## config.mk

```make
export PLATFORM = sky130hd
export DESIGN_NAME = rle_expander
export DESIGN_NICKNAME = d
export VERILOG_FILES = /design/src/rtl/rle_expander.sv
export SDC_FILE = /design/constraint.sdc
export NUM_CORES = 2
export LEC_CHECK = 0
export CAP_MARGIN = 10
export CORE_AREA = 4 4 465 467
export CTS_CLUSTER_DIAMETER = 50
export DETAILED_ROUTE_END_ITERATION = 12
export DIE_AREA = 0 0 469 471
export PLACE_DENSITY_LB_ADDON = 0.2
export SLEW_MARGIN = 10
export SYNTH_ARGS = -nofsm -noshare
export SYNTH_HDL_FRONTEND = slang
export SYNTH_SLANG_ARGS = --single-unit
```

## constraint.sdc

```tcl
create_clock -name aclk -period 5.8 [get_ports aclk]
set_input_delay 1.16 -clock aclk [delete_from_list [all_inputs] [get_ports aclk]]
set_output_delay 1.16 -clock aclk [all_outputs]
set_load 0.005 [all_outputs]
```

## src/rtl/rle_expander.sv

```systemverilog
// Run-length expander: unpacks (count, value) pairs from 512-bit AXI-Stream beats
// into 512-bit beats of VAL_W-bit lanes, carrying partial output beats across inputs.
module rle_expander #(
  parameter int PAIRS = 8,
  parameter int VAL_W = 32,
  parameter int CNT_W = 32
) (
  input  logic         aclk,
  input  logic         aresetn,
  input  logic [511:0] s_axis_tdata,
  input  logic [63:0]  s_axis_tkeep,
  input  logic         s_axis_tlast,
  input  logic         s_axis_tvalid,
  output logic         s_axis_tready,
  output logic [511:0] m_axis_tdata,
  output logic [63:0]  m_axis_tkeep,
  output logic         m_axis_tlast,
  output logic         m_axis_tvalid,
  input  logic         m_axis_tready,
  output logic [31:0]  frames_done
);
  localparam int LANES      = 512 / VAL_W;
  localparam int PAIR_W     = VAL_W + CNT_W;
  localparam int PAIR_BYTES = PAIR_W / 8;
  localparam int LANE_BYTES = VAL_W / 8;
  localparam int IDX_W      = (PAIRS > 1) ? $clog2(PAIRS) : 1;
  localparam int FILL_W     = $clog2(LANES) + 1;

  typedef enum logic [1:0] {S_IDLE = 2'd0, S_EXPAND = 2'd1, S_EMIT = 2'd2} state_t;

  state_t              r_state, w_state;
  logic [511:0]        r_beat_data, w_beat_data;
  logic [63:0]         r_beat_keep, w_beat_keep;
  logic                r_beat_last, w_beat_last;
  logic                r_beat_done, w_beat_done;
  logic                r_pend_marker, w_pend_marker;
  logic [IDX_W-1:0]    r_pair_idx, w_pair_idx;
  logic [CNT_W-1:0]    r_rem, w_rem;
  logic [FILL_W-1:0]   r_fill, w_fill;
  logic [511:0]        r_lanes, w_lanes;
  logic                r_tready, w_tready;
  logic                r_m_tvalid, w_m_tvalid;
  logic                r_m_tlast, w_m_tlast;
  logic [63:0]         r_m_tkeep, w_m_tkeep;
  logic [511:0]        r_m_tdata, w_m_tdata;
  logic [31:0]         r_frames, w_frames;

  logic [PAIR_W-1:0]   w_pair;
  logic [VAL_W-1:0]    w_val;
  logic                w_pvalid;
  logic [IDX_W-1:0]    w_next_idx;
  logic [PAIR_W-1:0]   w_next_pair;
  logic [FILL_W-1:0]   w_space, w_n, w_fill_add;
  logic [CNT_W-1:0]    w_rem_sub;
  logic                w_pair_done, w_last_pair;
  logic [511:0]        w_lanes_wr;

  function automatic logic [63:0] fill_keep(input logic [FILL_W-1:0] f);
    logic [63:0] k;
    k = 64'd0;
    for (int j = 0; j < LANES; j++) begin
      if (FILL_W'(j) < f) k[j*LANE_BYTES +: LANE_BYTES] = {LANE_BYTES{1'b1}};
      else                k[j*LANE_BYTES +: LANE_BYTES] = {LANE_BYTES{1'b0}};
    end
    return k;
  endfunction

  // Datapath for the current pair: lanes written this cycle and remaining count
  always_comb begin
    w_pair      = r_beat_data[int'(r_pair_idx)*PAIR_W +: PAIR_W];
    w_val       = w_pair[VAL_W-1:0];
    w_pvalid    = &r_beat_keep[int'(r_pair_idx)*PAIR_BYTES +: PAIR_BYTES];
    w_next_idx  = (r_pair_idx == IDX_W'(PAIRS-1)) ? {IDX_W{1'b0}} : r_pair_idx + IDX_W'(1);
    w_next_pair = r_beat_data[int'(w_next_idx)*PAIR_W +: PAIR_W];
    w_space     = FILL_W'(LANES) - r_fill;
    if (!w_pvalid)                        w_n = {FILL_W{1'b0}};
    else if (r_rem < CNT_W'(w_space))     w_n = FILL_W'(r_rem);
    else                                  w_n = w_space;
    w_fill_add  = r_fill + w_n;
    w_rem_sub   = r_rem - CNT_W'(w_n);
    w_pair_done = !w_pvalid || (w_rem_sub == {CNT_W{1'b0}});
    w_last_pair = w_pair_done && (!w_pvalid || (r_pair_idx == IDX_W'(PAIRS-1)));
    w_lanes_wr  = r_lanes;
    for (int j = 0; j < LANES; j++) begin
      if (w_pvalid && (FILL_W'(j) >= r_fill) && (FILL_W'(j) < w_fill_add))
        w_lanes_wr[j*VAL_W +: VAL_W] = w_val;
      else
        w_lanes_wr[j*VAL_W +: VAL_W] = r_lanes[j*VAL_W +: VAL_W];
    end
  end

  // Next-state and next-output logic
  always_comb begin
    w_state       = r_state;
    w_beat_data   = r_beat_data;
    w_beat_keep   = r_beat_keep;
    w_beat_last   = r_beat_last;
    w_beat_done   = r_beat_done;
    w_pend_marker = r_pend_marker;
    w_pair_idx    = r_pair_idx;
    w_rem         = r_rem;
    w_fill        = r_fill;
    w_lanes       = r_lanes;
    w_m_tvalid    = r_m_tvalid;
    w_m_tlast     = r_m_tlast;
    w_m_tkeep     = r_m_tkeep;
    w_m_tdata     = r_m_tdata;
    w_frames      = r_frames;
    case (r_state)
      S_IDLE: begin
        if (s_axis_tvalid && r_tready) begin
          w_beat_data = s_axis_tdata;
          w_beat_keep = s_axis_tkeep;
          w_beat_last = s_axis_tlast;
          w_beat_done = 1'b0;
          w_pair_idx  = {IDX_W{1'b0}};
          w_rem       = s_axis_tdata[PAIR_W-1:VAL_W];
          w_state     = S_EXPAND;
        end else begin
          w_state = S_IDLE;
        end
      end
      S_EXPAND: begin
        w_lanes = w_lanes_wr;
        w_fill  = w_fill_add;
        w_rem   = w_rem_sub;
        if (w_last_pair) begin
          w_rem       = {CNT_W{1'b0}};
          w_beat_done = 1'b1;
        end else if (w_pair_done) begin
          w_pair_idx = w_next_idx;
          w_rem      = w_next_pair[PAIR_W-1:VAL_W];
        end else begin
          w_pair_idx = r_pair_idx;
        end
        // A full beat never carries tlast; a closing tlast goes out as a separate marker
        if (w_fill_add == FILL_W'(LANES)) begin
          w_state       = S_EMIT;
          w_m_tvalid    = 1'b1;
          w_m_tlast     = 1'b0;
          w_m_tkeep     = {64{1'b1}};
          w_m_tdata     = w_lanes_wr;
          w_pend_marker = w_last_pair && r_beat_last;
        end else if (w_last_pair) begin
          if (r_beat_last) begin
            w_state    = S_EMIT;
            w_m_tvalid = 1'b1;
            w_m_tlast  = 1'b1;
            w_m_tkeep  = fill_keep(w_fill_add);
            w_m_tdata  = w_lanes_wr;
          end else begin
            w_state = S_IDLE;
          end
        end else begin
          w_state = S_EXPAND;
        end
      end
      S_EMIT: begin
        if (m_axis_tready) begin
          w_fill  = {FILL_W{1'b0}};
          w_lanes = 512'd0;
          if (r_m_tlast) w_frames = r_frames + 32'd1;
          else           w_frames = r_frames;
          if (r_pend_marker) begin
            w_pend_marker = 1'b0;
            w_m_tvalid    = 1'b1;
            w_m_tlast     = 1'b1;
            w_m_tkeep     = 64'd0;
            w_m_tdata     = 512'd0;
            w_state       = S_EMIT;
          end else begin
            w_m_tvalid = 1'b0;
            w_m_tlast  = 1'b0;
            w_m_tkeep  = 64'd0;
            w_m_tdata  = 512'd0;
            w_state    = r_beat_done ? S_IDLE : S_EXPAND;
          end
        end else begin
          w_state = S_EMIT;
        end
      end
      default: begin
        w_state = S_IDLE;
      end
    endcase
    w_tready = (w_state == S_IDLE);
  end

  // State and output registers with synchronous active-low reset
  always_ff @(posedge aclk) begin
    if (!aresetn) begin
      r_state       <= S_IDLE;
      r_beat_data   <= 512'd0;
      r_beat_keep   <= 64'd0;
      r_beat_last   <= 1'b0;
      r_beat_done   <= 1'b0;
      r_pend_marker <= 1'b0;
      r_pair_idx    <= {IDX_W{1'b0}};
      r_rem         <= {CNT_W{1'b0}};
      r_fill        <= {FILL_W{1'b0}};
      r_lanes       <= 512'd0;
      r_tready      <= 1'b0;
      r_m_tvalid    <= 1'b0;
      r_m_tlast     <= 1'b0;
      r_m_tkeep     <= 64'd0;
      r_m_tdata     <= 512'd0;
      r_frames      <= 32'd0;
    end else begin
      r_state       <= w_state;
      r_beat_data   <= w_beat_data;
      r_beat_keep   <= w_beat_keep;
      r_beat_last   <= w_beat_last;
      r_beat_done   <= w_beat_done;
      r_pend_marker <= w_pend_marker;
      r_pair_idx    <= w_pair_idx;
      r_rem         <= w_rem;
      r_fill        <= w_fill;
      r_lanes       <= w_lanes;
      r_tready      <= w_tready;
      r_m_tvalid    <= w_m_tvalid;
      r_m_tlast     <= w_m_tlast;
      r_m_tkeep     <= w_m_tkeep;
      r_m_tdata     <= w_m_tdata;
      r_frames      <= w_frames;
    end
  end

  assign s_axis_tready = r_tready;
  assign m_axis_tvalid = r_m_tvalid;
  assign m_axis_tlast  = r_m_tlast;
  assign m_axis_tkeep  = r_m_tkeep;
  assign m_axis_tdata  = r_m_tdata;
  assign frames_done   = r_frames;

endmodule
```

==> summary.md <==
| Metric | Value |
|---|---|
| Hold Crit Start | `r_lanes[436]` |
| Largest net degree at the start of global routing | `218` |
| Synth Area per Inst | `8.85 µm²` |
| Sequential cell area fraction in the yosys report | `0.467` |
| Xor/xnor cell area share of the yosys netlist | `0.00434` |
| Syn Std Cell Area | `just over 70000 µm²` |
| Worst EP required | `roughly 6600 ps` |
| Final Util | `0.463` |
| Remaining antenna violation count | `0` |
| Root buffer cell | `clkbuf_16` |
| Crit. End Element | `register` |
| Starting DRC count in detailed routing | `6589` |
| DP HPWL | `roughly 220 mm` |
| GPL Wtd Cong | `just over 0.9` |
| Yosys cell types | `approximately 80` |
| Slew HR | `0.146` |
| Full die area | `roughly 220000 µm²` |
| Status | `complete, but fails checks` |
| Worst Hold Class | `register to register` |
| Yosys reg bits | `1696` |
| Compound-Gate Fraction of Synth Area | `0.179` |
| GR met3 Demand/Resource | `0.0588` |
| CORE AREA | `between 200000 and 250000 µm²` |
| Worst Slack Setup Final | `-39.4 ps` |
| Setup tns final | `-1560 ps` |
| Final Instance Area | `98100 µm²` |
| Arr. time, crit path | `around 6600 ps` |
| H-tree depth | `4` |
| Final max-slew violation count | `0` |
| Vias per Instance | `roughly 5.4` |
| WHS | `between 400 and 500 ps` |
| Storage element area | `34000 µm²` |
| # clock sinks | `~1700` |
| Final Net Count | `between 9000 and 10000` |
| Die width | `469 µm` |
| Syn Inst Count | `between 8000 and 9000` |
| # DRC | `0` |
| Grt total ovfl | `0` |
| Vias in the first global route | `62600` |
| Top_reg_cell synth | `dfxtp_1` |
| Met1 Resource Use GR | `0.353` |
| Worst-path clk slew | `roughly 60 ps` |
| Clk buf depth | `3` |
| GRT Max-Usage Layer | `met2` |
| Number of enable flip-flop cells after synthesis | `0` |
| Rows | `roughly 170` |
| Post-synth net total | `between 8000 and 9000` |
| Area after DPL | `roughly 90000 µm²` |
| Simple logic cell fraction of the synthesized area | `0.175` |
| GRT met2 Usage | `0.433` |
| Tot GR Track Use | `0.272` |
| Die height | `about 470 µm` |
| Most common cell after layout, fill and taps aside | `nand2_1` |
| RSZ-0062 raised after global routing | `true` |
| Max-cap violations | `0` |
| Crit path from | `r_rem[14]` |
| Failing checks | `negative setup slack` |
| Post-synthesis adder-cell area fraction | `0.00399` |
| Via count | `66400` |
| Fmax | `~170 MHz` |
| Drt pass-1 iters | `8` |
| Fraction of synthesized area in multiplexers | `0.121` |
| CP max FO | `31` |
| CP Class | `register to register` |
| Static Leak | `around 0.034 µW` |
| Peak supply drop | `just over 300 µV` |
| Port Buf Inserts | `roughly 1200` |
| Launching point of the worst reg2reg path | `r_rem[14]` |
| Clk_lat worst skew | `just under 900 ps` |
| Hold_buf cts | `0` |
| FILL cells | `around 20000` |
| Warnings, synthesis | `0` |
| Most frequent cells in the layout | `2102 x nand2_1, 1690 x dfxtp_1, 1190 x clkdlybuf4s50_1` |
| Layout cells sized above 1 | `0.148` |
| CTS tree | `done` |
| Final Hold Fails | `0` |
| Hold path cells | `2` |
| I/O pin cnt | `between 1000 and 1500` |
| Initial Util | `0.343` |
| Wirelength per Cell | `26.3 µm` |
| Final setup violation count | `94` |
| Max Clock Skew | `roughly 64 ps` |
| Total power | `about 28000 µW` |
| FFs w/ async S/R, synth | `0` |
| Worst Setup Start Kind | `register` |
| R2R depth | `20` |
| Area occupied by multi-input gates | `~36000 µm²` |
| Largest family of logic cells by synthesized area | `compound AO/OA/AOI/OAI gates` |
| Final wirelength | `about 320 mm` |
| CTS buffer count | `~210` |
| Slew @ Worst Pin | `between 1000 and 1500 ps` |
| Pwr per Cell Area | `about 280 nW/µm²` |
| First-pass GRT wire length | `about 450 mm` |
| Crit share post-route | `1.01` |
| Synthesis-to-finish area growth | `34.9%` |
| Initial antenna violation count | `83` |
| Fin crit period | `just under 6000 ps` |
==> registers in the layout, indices dropped and copies added, names as in the netlist <==
| register | cells |
|---|---|
| m_axis_tlast | 1 |
| r_beat_data | 512 |
| r_fill | 5 |
| m_axis_tdata | 512 |
| r_beat_done | 1 |
| r_beat_keep | 64 |
| r_pair_idx | 3 |
| r_rem | 32 |
| r_state | 2 |
| r_lanes | 512 |
| r_beat_last | 1 |
| m_axis_tvalid | 1 |
| m_axis_tkeep | 16 |
| r_pend_marker | 1 |
| s_axis_tready | 1 |
| frames_done | 32 |
==> metal layers <==
layer  vias up  part of all wire
li1      30600                 -
met1     32500              0.42
met2      2718              0.46
met3       576             0.076
met4        34             0.046
met5         -           0.00070
==> logic make-up after synthesis <==
logic type               after synthesis
AO/OA/AOI/OAI                       1840
buffers and inverters                814
multiplexers                         743
XOR/XNOR                              36
adder cells (fa/ha/maj)               22
flip-flops                          1696
AND/OR/NAND/NOR                     3063
==> through the flow <==
| stage | instances | setup WS [ps] |
|---|---|---|
| final | 12300 | -39.4 |
| after global routing | 12300 | -130 |
| after CTS | 12200 | 6.12 |
| after detailed placement | 11800 | -349 |
| after global placement | 11800 | -405 |
| after floorplan | 8214 | 17.8 |
==> synthesized netlist by cell type, types with 5 or more instances <==
master     count  area [µm²]
a21o_1         7        52.6
a21oi_1      912        4560
a221oi_1       9        78.8
a222oi_1       6        60.1
a22o_1        39         342
a22oi_1      102         766
a2bb2oi_1     33         289
a31oi_1        8        50.1
and2_1         7        43.8
and3_1         8        50.1
and4_1         6        52.6
buf_1         84         315
buf_2        101         505
buf_4         61         458
buf_6         30         338
clkbuf_1     516        1940
dfxtp_1     1696       34000
ha_1          20         250
inv_1         22        82.6
mux2_2        65         732
mux2i_1      576        5770
mux4_2       102        2300
nand2_1     2107        7910
nand2b_1       6        37.5
nand3_1      449        2250
nand4_1       47         294
nor2_1       266         998
nor2b_1       45         282
nor3_1        18        90.1
nor4_1         5        31.3
o211ai_1       5        37.5
o21a_1        26         195
o21ai_0      263        1320
o21ai_1        8        40.0
o22ai_1       32         200
o2bb2ai_1     16         140
o2bb2ai_2    250        3750
o31ai_1       43         323
o31ai_2        5        62.6
o32ai_1       32         280
or2_2         64         400
or3_1         13        81.3
or4_1          8        60.1
xnor2_1       17         149
xor2_1        19         166
==> worst max-delay path: stages (launching register included) <==
cell and delay, ps:
dfxtp_2 320, or4_4 530, or4_4 530, nor4_4 400, nand2_4 110, mux2i_1 140, or2_4 280, ha_4 220
nor2b_4 130, o2111ai_4 220, buf_6 150, a41oi_2 100, or4_1 490, or4_4 560, buf_4 180, o41ai_4 270
a21oi_2 110, or3_4 350, buf_12 190, buf_12 230, o2bb2ai_2 170
==> repair_timing <==
item	CTS	global route
pin swaps	13	20
cloned	5	46
endpoints found under the setup margin	562	693
buffers inserted	17	20
gates resized for setup	35	137
==> power breakdown <==
| group | internal [µW] | total (µW) | switching (µW) |
|---|---|---|---|
| Combinational | 863 | 2160 | 1290 |
| Clock | 8150 | 13700 | 5510 |
| Sequential | 11900 | 12000 | 122 |
| Total | 20900 | 27800 | 6930 |
==> area by class of cell <==
class / count / area share
diodes: 38 / 0.000970
clock buffers: 296 / 0.0615
clock inverters: 94 / 0.0128
inverters: 22 / 0.000919
multi-input cells: 5705 / 0.366
flip-flops and latches: 1696 / 0.346
well taps: 2821 / 0.0360
repair buffers: 1633 / 0.176
==> path summary, 6_finish.rpt <==
kind	end	slack (ps)
worst max-delay path	m_axis_tdata[194]	-40
worst max register to register	m_axis_tdata[194]	-40
worst min-delay path	r_lanes[436]	450
worst min register to register	r_lanes[436]	450
No activity file was read; power rests on OpenSTA's default activity.
